File: config.mk
export PLATFORM = sky130hd
export DESIGN_NAME = msrv32_irq_controller_flat
export DESIGN_NICKNAME = d
export VERILOG_FILES = /design/src/rtl/msrv32_pkg.sv /design/src/rtl/msrv32_irq_controller_if.sv /design/src/rtl/msrv32_mtimer.sv /design/src/rtl/msrv32_irq_controller.sv /design/src/flat_wrapper.sv
export SDC_FILE = /design/constraint.sdc
export NUM_CORES = 1
export LEC_CHECK = 0
export CAP_MARGIN = 25
export CORE_ASPECT_RATIO = 0.75
export CORE_MARGIN = 2
export CORE_UTILIZATION = 35
export DETAILED_ROUTE_END_ITERATION = 10
export GPL_TIMING_DRIVEN = 0
export MAX_ROUTING_LAYER = met4
export SLEW_MARGIN = 40
export SYNTH_ARGS = -nofsm -noshare
export SYNTH_HDL_FRONTEND = slang
export SYNTH_SLANG_ARGS = --single-unit
File: constraint.sdc
create_clock -name clk_in -period 2.9 [get_ports clk_in]
set_input_delay 0.29 -clock clk_in [delete_from_list [all_inputs] [get_ports clk_in]]
set_output_delay 0.29 -clock clk_in [all_outputs]
set_load 0.05 [all_outputs]
File: src/rtl/msrv32_pkg.sv
// Shared constants for the msrv32 interrupt path: register map, controller state codes, trap causes.
// Latency: n/a (constants and one combinational helper).
// Backpressure: n/a.
package msrv32_pkg;

  // Register word addresses on the controller's load/store port
  localparam logic [3:0] IRQ_ENABLE      = 4'd0;
  localparam logic [3:0] IRQ_MODE        = 4'd1;
  localparam logic [3:0] IRQ_PENDING     = 4'd2;
  localparam logic [3:0] IRQ_CLAIM       = 4'd3;
  localparam logic [3:0] IRQ_MSIP        = 4'd4;
  localparam logic [3:0] IRQ_MTIMECMP_LO = 4'd5;
  localparam logic [3:0] IRQ_MTIMECMP_HI = 4'd6;
  localparam logic [3:0] IRQ_MTIME_LO    = 4'd7;
  localparam logic [3:0] IRQ_MTIME_HI    = 4'd8;

  typedef logic [1:0] irq_state_t;

  // Claim/complete state encoding
  localparam irq_state_t IDLE       = 2'd0;
  localparam irq_state_t REQ        = 2'd1;
  localparam irq_state_t IN_SERVICE = 2'd2;

  localparam logic [4:0] NO_CLAIM = 5'h1F;

  // mcause codes used by machine control
  localparam logic [3:0] CAUSE_M_EXT_IRQ   = 4'd11;
  localparam logic [3:0] CAUSE_M_TIMER_IRQ = 4'd7;
  localparam logic [3:0] CAUSE_M_SW_IRQ    = 4'd3;

  // Fixed priority: the lowest set index wins; NO_CLAIM when nothing is set.
  function automatic logic [4:0] irq_winner(input logic [15:0] act);
    logic [4:0] w;
    w = NO_CLAIM;
    for (int i = 15; i >= 0; i--) begin
      if (act[i]) w = 5'(i);
    end
    return w;
  endfunction

endpackage

File: src/rtl/msrv32_irq_controller_if.sv
// Register port between the load/store path and the interrupt controller.
// Latency: writes take effect on the next clk_in edge; reads are combinational.
// Backpressure: none; the port is always ready.
// Ports: wr_en_in/wr_addr_in/wr_data_in write strobe, address, data;
//        rd_addr_in read address; rd_data_out read data.
interface msrv32_irq_controller_if;
  logic        wr_en_in;
  logic [3:0]  wr_addr_in;
  logic [31:0] wr_data_in;
  logic [3:0]  rd_addr_in;
  logic [31:0] rd_data_out;

  modport master (
    output wr_en_in, wr_addr_in, wr_data_in, rd_addr_in,
    input  rd_data_out
  );

  modport slave (
    input  wr_en_in, wr_addr_in, wr_data_in, rd_addr_in,
    output rd_data_out
  );
endinterface

File: src/rtl/msrv32_mtimer.sv
// Machine timer: prescaler, 64-bit mtime, MTIMECMP and the registered timer-interrupt compare.
// Latency: MTIMECMP write visible next cycle; t_irq_out one cycle behind the compare.
// Backpressure: none; writes are always accepted.
// Ports: clk_in, rst_n_in; wr_en_in/wr_addr_in/wr_data_in register writes;
//        mtime_out, mtimecmp_out current values; t_irq_out timer request.
module msrv32_mtimer
  import msrv32_pkg::*;
#(
  parameter int PRESCALE = 1
) (
  input  logic        clk_in,
  input  logic        rst_n_in,
  input  logic        wr_en_in,
  input  logic [3:0]  wr_addr_in,
  input  logic [31:0] wr_data_in,
  output logic [63:0] mtime_out,
  output logic [63:0] mtimecmp_out,
  output logic        t_irq_out
);

  localparam int PW = (PRESCALE > 1) ? $clog2(PRESCALE) : 1;

  logic [PW-1:0] presc_q;
  logic [63:0]   mtime_q;
  logic [63:0]   mtimecmp_q;
  logic          presc_wrap;

  assign presc_wrap = (presc_q == PW'(PRESCALE - 1));

  always_ff @(posedge clk_in or negedge rst_n_in) begin
    if (!rst_n_in) begin
      presc_q <= '0;
      mtime_q <= '0;
    end else begin
      presc_q <= presc_wrap ? '0 : presc_q + 1'b1;
      // Natural 64-bit overflow gives the wrap to zero
      if (presc_wrap) mtime_q <= mtime_q + 64'd1;
    end
  end

  always_ff @(posedge clk_in or negedge rst_n_in) begin
    if (!rst_n_in) begin
      mtimecmp_q <= '1;
    end else if (wr_en_in) begin
      if (wr_addr_in == IRQ_MTIMECMP_LO) mtimecmp_q[31:0]  <= wr_data_in;
      if (wr_addr_in == IRQ_MTIMECMP_HI) mtimecmp_q[63:32] <= wr_data_in;
    end
  end

  always_ff @(posedge clk_in or negedge rst_n_in) begin
    if (!rst_n_in) t_irq_out <= 1'b0;
    else           t_irq_out <= (mtime_q >= mtimecmp_q);
  end

  assign mtime_out    = mtime_q;
  assign mtimecmp_out = mtimecmp_q;

endmodule

File: src/rtl/msrv32_irq_controller.sv
// Machine-level interrupt controller: sync/prioritise external lines, claim/complete, timer and MSIP.
// Latency: raw rise -> PENDING in 3 cycles, e_irq_out 1 cycle later; reads combinational.
// Backpressure: none; e_irq_out held until ack or until the request is withdrawn.
// Ports: clk_in, rst_n_in; ext_irq_in raw lines; irq_ack_in/irq_complete_in trap handshake;
//        reg_bus register port; e/t/s_irq_out requests to machine control; claim_id_out.
module msrv32_irq_controller
  import msrv32_pkg::*;
#(
  parameter int NUM_EXT  = 4,
  parameter int PRESCALE = 1
) (
  input  logic                 clk_in,
  input  logic                 rst_n_in,
  input  logic [NUM_EXT-1:0]   ext_irq_in,
  input  logic                 irq_ack_in,
  input  logic                 irq_complete_in,
  msrv32_irq_controller_if.slave reg_bus,
  output logic                 e_irq_out,
  output logic                 t_irq_out,
  output logic                 s_irq_out,
  output logic [4:0]           claim_id_out
);

  logic [NUM_EXT-1:0] sync1_q, sync2_q, prev_q;
  logic [NUM_EXT-1:0] edge_pend_q, enable_q, mode_q;
  logic               msip_q;
  irq_state_t         state_q;

  logic [NUM_EXT-1:0] rise, pending, active, w1c_clr, claim_clr, winner_onehot;
  logic [4:0]         winner;
  logic               any_active, claim_wr, complete, take_claim;
  logic [63:0]        mtime, mtimecmp;

  // Two-flop synchroniser per line; prev_q gives the rising-edge reference
  always_ff @(posedge clk_in or negedge rst_n_in) begin
    if (!rst_n_in) begin
      sync1_q <= '0;
      sync2_q <= '0;
      prev_q  <= '0;
    end else begin
      sync1_q <= ext_irq_in;
      sync2_q <= sync1_q;
      prev_q  <= sync2_q;
    end
  end

  assign rise       = sync2_q & ~prev_q;
  // Level sources mirror the synchronised line; edge sources use the sticky bit
  assign pending    = (edge_pend_q & mode_q) | (sync2_q & ~mode_q);
  assign active     = pending & enable_q;
  assign any_active = |active;
  assign winner     = irq_winner(16'(active));
  assign winner_onehot = NUM_EXT'(1) << winner;

  assign claim_wr   = reg_bus.wr_en_in && (reg_bus.wr_addr_in == IRQ_CLAIM);
  assign complete   = irq_complete_in || claim_wr;
  assign take_claim = (state_q == REQ) && irq_ack_in && any_active;
  assign claim_clr  = take_claim ? winner_onehot : '0;
  assign w1c_clr    = (reg_bus.wr_en_in && (reg_bus.wr_addr_in == IRQ_PENDING))
                      ? reg_bus.wr_data_in[NUM_EXT-1:0] : '0;

  // Set is ORed in after the clear so a same-cycle edge survives a W1C or claim
  always_ff @(posedge clk_in or negedge rst_n_in) begin
    if (!rst_n_in) edge_pend_q <= '0;
    else           edge_pend_q <= ((edge_pend_q & ~(w1c_clr | claim_clr)) | rise) & mode_q;
  end

  always_ff @(posedge clk_in or negedge rst_n_in) begin
    if (!rst_n_in) begin
      enable_q <= '0;
      mode_q   <= '0;
      msip_q   <= 1'b0;
    end else if (reg_bus.wr_en_in) begin
      if (reg_bus.wr_addr_in == IRQ_ENABLE) enable_q <= reg_bus.wr_data_in[NUM_EXT-1:0];
      if (reg_bus.wr_addr_in == IRQ_MODE)   mode_q   <= reg_bus.wr_data_in[NUM_EXT-1:0];
      if (reg_bus.wr_addr_in == IRQ_MSIP)   msip_q   <= reg_bus.wr_data_in[0];
    end
  end

  assign s_irq_out = msip_q;

  // Claim/complete handshake; no nesting while a claim is in service
  always_ff @(posedge clk_in or negedge rst_n_in) begin
    if (!rst_n_in) begin
      state_q      <= IDLE;
      e_irq_out    <= 1'b0;
      claim_id_out <= NO_CLAIM;
    end else begin
      case (state_q)
        IDLE: begin
          if (any_active) begin
            state_q   <= REQ;
            e_irq_out <= 1'b1;
          end
        end
        REQ: begin
          if (irq_ack_in) begin
            // Ack with nothing active still enters service, with a spurious ID
            state_q      <= IN_SERVICE;
            e_irq_out    <= 1'b0;
            claim_id_out <= any_active ? winner : NO_CLAIM;
          end else if (!any_active) begin
            state_q   <= IDLE;
            e_irq_out <= 1'b0;
          end
        end
        IN_SERVICE: begin
          if (complete) begin
            state_q      <= IDLE;
            claim_id_out <= NO_CLAIM;
          end
        end
        default: begin
          state_q      <= IDLE;
          e_irq_out    <= 1'b0;
          claim_id_out <= NO_CLAIM;
        end
      endcase
    end
  end

  msrv32_mtimer #(.PRESCALE(PRESCALE)) u_mtimer (
    .clk_in       (clk_in),
    .rst_n_in     (rst_n_in),
    .wr_en_in     (reg_bus.wr_en_in),
    .wr_addr_in   (reg_bus.wr_addr_in),
    .wr_data_in   (reg_bus.wr_data_in),
    .mtime_out    (mtime),
    .mtimecmp_out (mtimecmp),
    .t_irq_out    (t_irq_out)
  );

  always_comb begin
    reg_bus.rd_data_out = 32'd0;
    case (reg_bus.rd_addr_in)
      IRQ_ENABLE:      reg_bus.rd_data_out = 32'(enable_q);
      IRQ_MODE:        reg_bus.rd_data_out = 32'(mode_q);
      IRQ_PENDING:     reg_bus.rd_data_out = 32'(pending);
      IRQ_CLAIM:       reg_bus.rd_data_out = 32'(claim_id_out);
      IRQ_MSIP:        reg_bus.rd_data_out = 32'(msip_q);
      IRQ_MTIMECMP_LO: reg_bus.rd_data_out = mtimecmp[31:0];
      IRQ_MTIMECMP_HI: reg_bus.rd_data_out = mtimecmp[63:32];
      IRQ_MTIME_LO:    reg_bus.rd_data_out = mtime[31:0];
      IRQ_MTIME_HI:    reg_bus.rd_data_out = mtime[63:32];
      default:         reg_bus.rd_data_out = 32'd0;
    endcase
  end

endmodule

File: src/flat_wrapper.sv
// flat-port wrapper written by rule: the top's interface ports become plain ports
module msrv32_irq_controller_flat import msrv32_pkg::*;
#(
  parameter int NUM_EXT  = 4,
  parameter int PRESCALE = 1
)
  (clk_in, rst_n_in, ext_irq_in, irq_ack_in, irq_complete_in, e_irq_out, t_irq_out, s_irq_out, claim_id_out, reg_bus_wr_en_in, reg_bus_wr_addr_in, reg_bus_wr_data_in, reg_bus_rd_addr_in, reg_bus_rd_data_out);
  msrv32_irq_controller_if reg_bus_i ();
  input  logic clk_in;
  input  logic rst_n_in;
  input  logic [NUM_EXT-1:0] ext_irq_in;
  input  logic irq_ack_in;
  input  logic irq_complete_in;
  output logic e_irq_out;
  output logic t_irq_out;
  output logic s_irq_out;
  output logic [4:0] claim_id_out;
  input wire logic [$bits(reg_bus_i.wr_en_in)-1:0] reg_bus_wr_en_in;
  input wire logic [$bits(reg_bus_i.wr_addr_in)-1:0] reg_bus_wr_addr_in;
  input wire logic [$bits(reg_bus_i.wr_data_in)-1:0] reg_bus_wr_data_in;
  input wire logic [$bits(reg_bus_i.rd_addr_in)-1:0] reg_bus_rd_addr_in;
  output wire logic [$bits(reg_bus_i.rd_data_out)-1:0] reg_bus_rd_data_out;
  assign reg_bus_i.wr_en_in = reg_bus_wr_en_in;
  assign reg_bus_i.wr_addr_in = reg_bus_wr_addr_in;
  assign reg_bus_i.wr_data_in = reg_bus_wr_data_in;
  assign reg_bus_i.rd_addr_in = reg_bus_rd_addr_in;
  assign reg_bus_rd_data_out = reg_bus_i.rd_data_out;
  msrv32_irq_controller #(.NUM_EXT(NUM_EXT), .PRESCALE(PRESCALE)) u_core (.clk_in(clk_in), .rst_n_in(rst_n_in), .ext_irq_in(ext_irq_in), .irq_ack_in(irq_ack_in), .irq_complete_in(irq_complete_in), .reg_bus(reg_bus_i), .e_irq_out(e_irq_out), .t_irq_out(t_irq_out), .s_irq_out(s_irq_out), .claim_id_out(claim_id_out));
endmodule
==> impl_metrics.tcl, run 1 <==
set metrics [dict create \
    root_buf_cell "sky130_fd_sc_hd__clkbuf_16" \
    cts.path.max_buffers 2 \
    synth.largest_area_cell "sky130_fd_sc_hd__dfrtp_1" \
    number_of_antenna_violations_at_the_first_check_in_global_routing 0 \
    portBuffers 87 \
    drt-wirelength-per-cell_um 18.4 \
    cp-start-kind "input port" \
    worst-r2r-cell-count 8 \
    min_period_over_period_pct 96.7 \
    total_power_mw 6.44 \
    worst-slew-pin-transition_ns 0.767 \
    post-dp-hpwl_um 19000 \
    ys_dominant_reg_cell "sky130_fd_sc_hd__dfrtp_1" \
    critical_path.max_stage_delay_ns 0.49 \
    initial_core_util_pct 35.6 \
    total_power_per_unit_cell_area_nw_per_um2 590 \
    comb_power_share_pct 20.1 \
    clock_tree.htree_level_count 4 \
    final_non_filler_cell_total 1391 \
    status "complete, no violations" \
    hold_path.class "in2async" \
    syn_avg_cell_area_um2 9.62 \
    clock_latency_ns 0.44 \
    layout.filler_cells 2430 \
    grt_setup_unrepaired "no" \
    yosys_warnings 0 \
    cts_clock_pin_slew_for_the_worst_setup_and_hold_paths_ns 0.07 \
    final.setup.tns_ns 0 \
    crit_path_max_fanout 10 \
    die_width_um 188 \
    num_io_pins 89 \
    diodes 0 \
    die_height_um 142 \
    number_of_vias_in_the_routed_layout 7345 \
    critical_path.reg2reg.endpoint "u_core.u_mtimer.t_irq_out" \
    power.switching_fraction_pct 30.8 \
    drive_above_1_share_pct 17.6 \
    report.final.hold_viol_count 0 \
    gp_weighted_congestion 0.839 \
    internal_power_of_the_cells_mw 4.46 \
    tritoncts_clock_tree "done" \
    design_area_um2 10900 \
    worst_ep_arrival_time_ns 2.52 \
    pwr-share-seq_pct 44.6 \
    worstSetupStartpoint "reg_bus_rd_addr_in[2]" \
    standard_cell_rows 50 \
    gr-total-overflow 0 \
    crit_path_top_delay_cell "sky130_fd_sc_hd__clkdlybuf4s50_1" \
    power_switching_mw 1.98 \
    vdd.ir_drop.worst_mv 0.425 \
    seq_area_frac_synth_pct 45.8 \
    synth_cells 927 \
    drv_slew 0 \
    critPathCapture "reg_bus_rd_data_out[10]" \
    ant_nets 0 \
    totalWireLength_um 25600 \
    worst_r2r_startpoint "u_core.u_mtimer.mtimecmp_out[5]" \
    share_clk_of_total_power_pct 35.3 \
    firstDrtPassIters 5 \
    static-leakage-power_nw 4.91 \
    data_required_time_of_the_critical_path_ns 2.61 \
    synth_edf_count 0 \
    drt-vias-per-instance 5.28 \
    path_depth 9 \
    final.min_clock_period_ns 2.81 \
    grt_pass1_wl_um 40900 \
    skew_ns 0.0119 \
    max_freq_mhz 356 \
    ys_async_sr_fraction_pct 100 \
    numCtsBuffers 17 \
    grt_start_max_net_pins 74 \
    synth_top_area_share_pct 26.1 \
    drt-initial-drc-count 600 \
    worst-r2r-setup-slack_ns 0.29 \
    groute.usage.overall_pct 20.4 \
    synthesis.nets 1041 \
    ys_seq_elements 160 \
    maxCapViolations 0 \
    synthTopCellsByArea "sky130_fd_sc_hd__dfrtp_1 (26%), sky130_fd_sc_hd__dfstp_2 (20%), sky130_fd_sc_hd__ha_1 (9.1%)" \
    dpl-instance-area_um2 10300 \
    cp-end-kind "primary output" \
    worst-setup-path-type "in2out" \
    dieArea_um2 26800 \
    ys_types 50 \
    drcViolationCount 0 \
    most-common-layout-cells "sky130_fd_sc_hd__nand2_1 (138), sky130_fd_sc_hd__dfrtp_1 (93), sky130_fd_sc_hd__o21ai_0 (80), sky130_fd_sc_hd__inv_1 (74), sky130_fd_sc_hd__dfstp_2 (67)" \
    via_count_of_the_first_global_routing_pass 7123 \
    clkSinkCount 160 \
    numPlacedInstances 1357 \
    finish.net_count 1154 \
    syn2layout_area_growth_pct 22.2 \
    setup_violations 0 \
    floorplan.core_area_um2 25000 \
    timing.critical_path.cells "clkdlybuf4s50_1, buf_2, inv_1, and3_1, clkbuf_2, buf_4, a22oi_1, nand2_1, clkdlybuf4s15_2" \
    worst_path_bufs_invs 6 \
    crit_family "buffers and inverters" \
    commonest_non_fill_non_tap_cell_in_the_layout "sky130_fd_sc_hd__nand2_1" \
    synth_area_um2 8920 \
    final_util_pct 43.6 \
    slew-limit-headroom_pct 48.7 \
]
==> synth_stat cells (2+ instances only) <==
library cell	instances
sky130_fd_sc_hd__and2_1	2
sky130_fd_sc_hd__nor3_2	2
sky130_fd_sc_hd__nand2_1	138
sky130_fd_sc_hd__o31ai_1	2
sky130_fd_sc_hd__nand3_4	3
sky130_fd_sc_hd__nor4_1	5
sky130_fd_sc_hd__clkbuf_1	27
sky130_fd_sc_hd__inv_1	74
sky130_fd_sc_hd__nand3b_1	4
sky130_fd_sc_hd__nor2_1	38
sky130_fd_sc_hd__o211ai_1	5
sky130_fd_sc_hd__a21boi_0	5
sky130_fd_sc_hd__a31oi_1	4
sky130_fd_sc_hd__dfrtp_1	93
sky130_fd_sc_hd__a211oi_1	3
sky130_fd_sc_hd__and4_1	5
sky130_fd_sc_hd__nor4_4	2
sky130_fd_sc_hd__mux2i_1	7
sky130_fd_sc_hd__nand3_1	32
sky130_fd_sc_hd__a222oi_1	2
sky130_fd_sc_hd__xnor2_1	40
sky130_fd_sc_hd__and3_1	12
sky130_fd_sc_hd__nand2b_1	7
sky130_fd_sc_hd__nor3_1	8
sky130_fd_sc_hd__o21ai_0	80
sky130_fd_sc_hd__a221o_1	3
sky130_fd_sc_hd__nand4_1	30
sky130_fd_sc_hd__a22oi_1	56
sky130_fd_sc_hd__buf_4	2
sky130_fd_sc_hd__xor2_1	22
sky130_fd_sc_hd__a21o_1	10
sky130_fd_sc_hd__a21oi_1	31
sky130_fd_sc_hd__nand3_2	2
sky130_fd_sc_hd__a221oi_1	2
sky130_fd_sc_hd__nor2b_1	5
sky130_fd_sc_hd__nor3b_1	6
sky130_fd_sc_hd__dfstp_2	67
sky130_fd_sc_hd__mux2_2	13
sky130_fd_sc_hd__buf_2	3
sky130_fd_sc_hd__ha_1	65
==> registers in the layout, summed over array words and instances (netlist names) <==
| name | flops |
|---|---|
| u_core.claim_id_out | 3 |
| u_core.enable_q | 4 |
| u_core.u_mtimer.t_irq_out | 1 |
| u_core.sync1_q | 4 |
| u_core.u_mtimer.mtimecmp_out | 64 |
| u_core.e_irq_out | 1 |
| u_core.u_mtimer.mtime_out | 64 |
| u_core.s_irq_out | 1 |
| u_core.mode_q | 4 |
| u_core.prev_q | 4 |
| u_core.sync2_q | 4 |
| u_core.edge_pend_q | 4 |
| u_core.state_q | 2 |
==> how the worst min path moves through the flow <==
| stage | slack [ns] | endpoint | startpoint | cells after the start |
|---|---|---|---|---|
| floorplan | -0.006 | u_core.e_irq_out | rst_n_in | 0 |
| global placement | 0.33 | u_core.sync2_q[3] | u_core.sync1_q[3] | 0 |
| detailed placement | 0.14 | u_core.u_mtimer.mtime_out[49] | rst_n_in | 1 |
| CTS | 0.26 | u_core.u_mtimer.mtime_out[49] | rst_n_in | 2 |
| global route | 0.28 | u_core.u_mtimer.mtime_out[49] | rst_n_in | 2 |
| finish | 0.27 | u_core.u_mtimer.mtime_out[50] | rst_n_in | 2 |
==> power by group through the flow <==
| stage | Sequential (mW) | Combinational (mW) | Clock [mW] |
|---|---|---|---|
| after floorplan | 2.94 | 0.769 | 0 |
| after global placement | 2.90 | 1.26 | 0 |
| after detailed placement | 2.90 | 1.29 | 0 |
| after CTS | 2.87 | 1.30 | 2.31 |
| after global routing | 2.91 | 1.44 | 2.41 |
| final | 2.87 | 1.29 | 2.27 |
==> stage by stage <==
step	hold WS, ns	setup WS [ns]
floorplan	-0.00559	0.399
global placement	0.335	-5.27
detailed placement	0.141	-0.962
CTS	0.256	0.0174
global route	0.276	0.0127
finish	0.275	0.0946
==> layer usage <==
metal  track usage [%]  routed length (µm)  up-vias
li1                  -                   -     3503
met4              4.40                 259        0
met2              27.5               10500      203
met1              31.2               13600     3614
met3              3.77                1260       25
met5                 -                   0        -
==> kinds of logic after synthesis <==
kind of cell               count (synthesis)  share of synthesized area, %
AOI/OAI and AO/OA                        208                          14.6
muxes                                     20                          2.43
and+or+nand+nor                          306                          17.4
adders and majority gates                 65                          9.12
buffers and inverters                    106                          4.59
xor gates and xnor gates                  62                          6.09
DFF                                      160                          45.8
==> final cells by class <==
cell class                      count  area, µm²  area share (%)
Buffer                             32        150            1.38
Sequential cell                   160       4090            37.5
Multi-Input combinational cell    661       4450            40.8
Inverter                           74        278            2.55
Tap cell                          338        423            3.88
Clock inverter                     11        106           0.975
Clock buffer                       21        482            4.42
Timing Repair Buffer               94        925            8.48
==> worst register-to-register path: stages, from the launching register on <==
cell	delay (ns)
sky130_fd_sc_hd__dfstp_2	0.53
sky130_fd_sc_hd__inv_1	0.05
sky130_fd_sc_hd__ha_1	0.30
sky130_fd_sc_hd__a21oi_1	0.18
sky130_fd_sc_hd__o21ai_0	0.16
sky130_fd_sc_hd__a221o_1	0.39
sky130_fd_sc_hd__o31a_1	0.31
sky130_fd_sc_hd__a2111oi_0	0.35
sky130_fd_sc_hd__o21ai_0	0.19
==> what timing repair did <==
item,CTS,global route
buffers inserted,0,1
hold buffers,1,0
gates resized for setup,93,34
hold endpoints to repair,31,0
endpoints found under the setup margin,32,31
No activity file was read; power rests on OpenSTA's default activity.
==> run 2, diff against run 1 <==
- RECOVER_POWER: default -> 25
==> impl_metrics.tcl, run 2 (synthesis results as in run 1) <==
set metrics [dict create \
    status "complete, no violations" \
    report.final.hold_viol_count 0 \
    number_of_vias_in_the_routed_layout 7325 \
    total_power_per_unit_cell_area_nw_per_um2 592 \
    worst-slew-pin-transition_ns 1.11 \
    data_required_time_of_the_critical_path_ns 2.61 \
    numCtsBuffers 17 \
    grt_setup_unrepaired "no" \
    skew_ns 0.0114 \
    initial_core_util_pct 35.6 \
    drive_above_1_share_pct 17.5 \
    worst-setup-path-type "in2out" \
    diodes 0 \
    static-leakage-power_nw 4.89 \
    syn2layout_area_growth_pct 21.7 \
    floorplan.core_area_um2 25000 \
    portBuffers 87 \
    finish.net_count 1154 \
    standard_cell_rows 50 \
    slew-limit-headroom_pct 26.1 \
    cts.path.max_buffers 2 \
    vdd.ir_drop.worst_mv 0.426 \
    maxCapViolations 0 \
    cts_clock_pin_slew_for_the_worst_setup_and_hold_paths_ns 0.07 \
    power.switching_fraction_pct 30.8 \
    met2WireLength_um 10500 \
    root_buf_cell "sky130_fd_sc_hd__clkbuf_16" \
    share_clk_of_total_power_pct 35.3 \
    clkSinkCount 160 \
    crit_family "buffers and inverters" \
    dieArea_um2 26800 \
    setup_violations 0 \
    power_switching_mw 1.98 \
    clock_tree.htree_level_count 4 \
    grt_pass1_wl_um 40900 \
    layout.filler_cells 2436 \
    design_area_um2 10900 \
    drt-wirelength-per-cell_um 18.4 \
    cp-start-kind "input port" \
    comb_power_share_pct 19.9 \
    cp-end-kind "primary output" \
    total_power_mw 6.43 \
    worst_ep_arrival_time_ns 2.51 \
    tritoncts_clock_tree "done" \
    internal_power_of_the_cells_mw 4.45 \
    groute.usage.overall_pct 20.4 \
    gr-total-overflow 0 \
    drcViolationCount 0 \
    crit_path_top_delay_cell "sky130_fd_sc_hd__clkdlybuf4s50_1" \
    timing.critical_path.cells "clkdlybuf4s50_1, buf_2, inv_1, and3_1, clkbuf_2, buf_4, a22oi_1, nand2_1, clkdlybuf4s15_2" \
    wl_met3_um 1420 \
    crit_path_max_fanout 10 \
    most-common-layout-cells "sky130_fd_sc_hd__nand2_1 (138), sky130_fd_sc_hd__dfrtp_1 (93), sky130_fd_sc_hd__o21ai_0 (80), sky130_fd_sc_hd__inv_1 (74), sky130_fd_sc_hd__dfstp_2 (67)" \
    route.top_layer_used "met4" \
    grt_start_max_net_pins 74 \
    via_count_of_the_first_global_routing_pass 7123 \
    hold_path.class "reg2reg" \
    die_height_um 142 \
    number_of_antenna_violations_at_the_first_check_in_global_routing 0 \
    final.min_clock_period_ns 2.80 \
    die_width_um 188 \
    drt-initial-drc-count 563 \
    post-dp-hpwl_um 19000 \
    drt-vias-per-instance 5.27 \
    m1WireLength_um 13300 \
    commonest_non_fill_non_tap_cell_in_the_layout "sky130_fd_sc_hd__nand2_1" \
    worst_path_bufs_invs 6 \
    ant_nets 0 \
    min_period_over_period_pct 96.4 \
    firstDrtPassIters 5 \
    num_io_pins 89 \
    clock_latency_ns 0.44 \
    drv_slew 0 \
    pwr-share-seq_pct 44.7 \
    critical_path.max_stage_delay_ns 0.49 \
    gp_weighted_congestion 0.839 \
    dpl-instance-area_um2 10300 \
    worst-r2r-setup-slack_ns 0.29 \
    max_freq_mhz 358 \
    totalWireLength_um 25600 \
]
run 2: cell count changes in the layout (fill, tap and decap cells not counted), sizes merged:
cell           change
buf                -3
clkbuf             +3
clkdlybuf4s50      -4
dlygate4sd3        +4
run 2: metal layers:
layer / track usage, % / vias to the layer above
met5: - / -
met1: 31.2 / 3612
met2: 27.5 / 187
met4: 4.40 / 0
li1: - / 3501
met3: 3.77 / 25
run 2: worst paths after layout:
kind / cells past startpoint / end / start
max: 9 / reg_bus_rd_data_out[10] / reg_bus_rd_addr_in[2]
min reg2reg: 0 / u_core.sync2_q[2] / u_core.sync1_q[2]
min in group asynchronous: 2 / u_core.u_mtimer.mtime_out[48] / rst_n_in
max reg2reg: 8 / u_core.u_mtimer.t_irq_out / u_core.u_mtimer.mtimecmp_out[15]
max in group asynchronous: 3 / u_core.s_irq_out / rst_n_in
min: 0 / u_core.sync2_q[2] / u_core.sync1_q[2]
run 2: area by class of cell:
| type | instances | area [µm²] | area share [%] |
|---|---|---|---|
| Multi-Input combinational cell | 661 | 4450 | 41.0 |
| Sequential cell | 160 | 4090 | 37.7 |
| Timing Repair Buffer | 94 | 873 | 8.05 |
| Clock buffer | 21 | 482 | 4.44 |
| Tap cell | 338 | 423 | 3.90 |
| Inverter | 74 | 278 | 2.56 |
| Buffer | 32 | 150 | 1.38 |
| Clock inverter | 11 | 106 | 0.980 |
run 2: through the flow:
step / hold WS (ns) / setup WS [ns] / util (%) / TNS (ns) / instances
after floorplan: -0.00559 / 0.399 / - / 0 / 927
after global placement: 0.335 / -5.27 / 40.8 / -741.12 / 1352
after detailed placement: 0.141 / -0.962 / 41.2 / -24.20 / 1357
after CTS: 0.256 / 0.0174 / 43.8 / 0 / 1390
after global routing: 0.359 / 0.0127 / 43.4 / 0 / 1391
final: 0.350 / 0.103 / 43.4 / 0 / 1391
run 2: repair_timing:
action                                 CTS  global route
setup endpoints to repair               32            31
gates resized for setup                 93            34
hold buffers                             1             0
buffers inserted                         0             1
endpoints found under the hold margin   31             0
run 2: power groups by stage:
stage	sequential (mW)	clock [mW]	combinational, mW
after detailed placement	2.90	0	1.29
after CTS	2.87	2.31	1.30
final	2.87	2.27	1.28
after global routing	2.91	2.41	1.43
after floorplan	2.94	0	0.769
after global placement	2.90	0	1.26
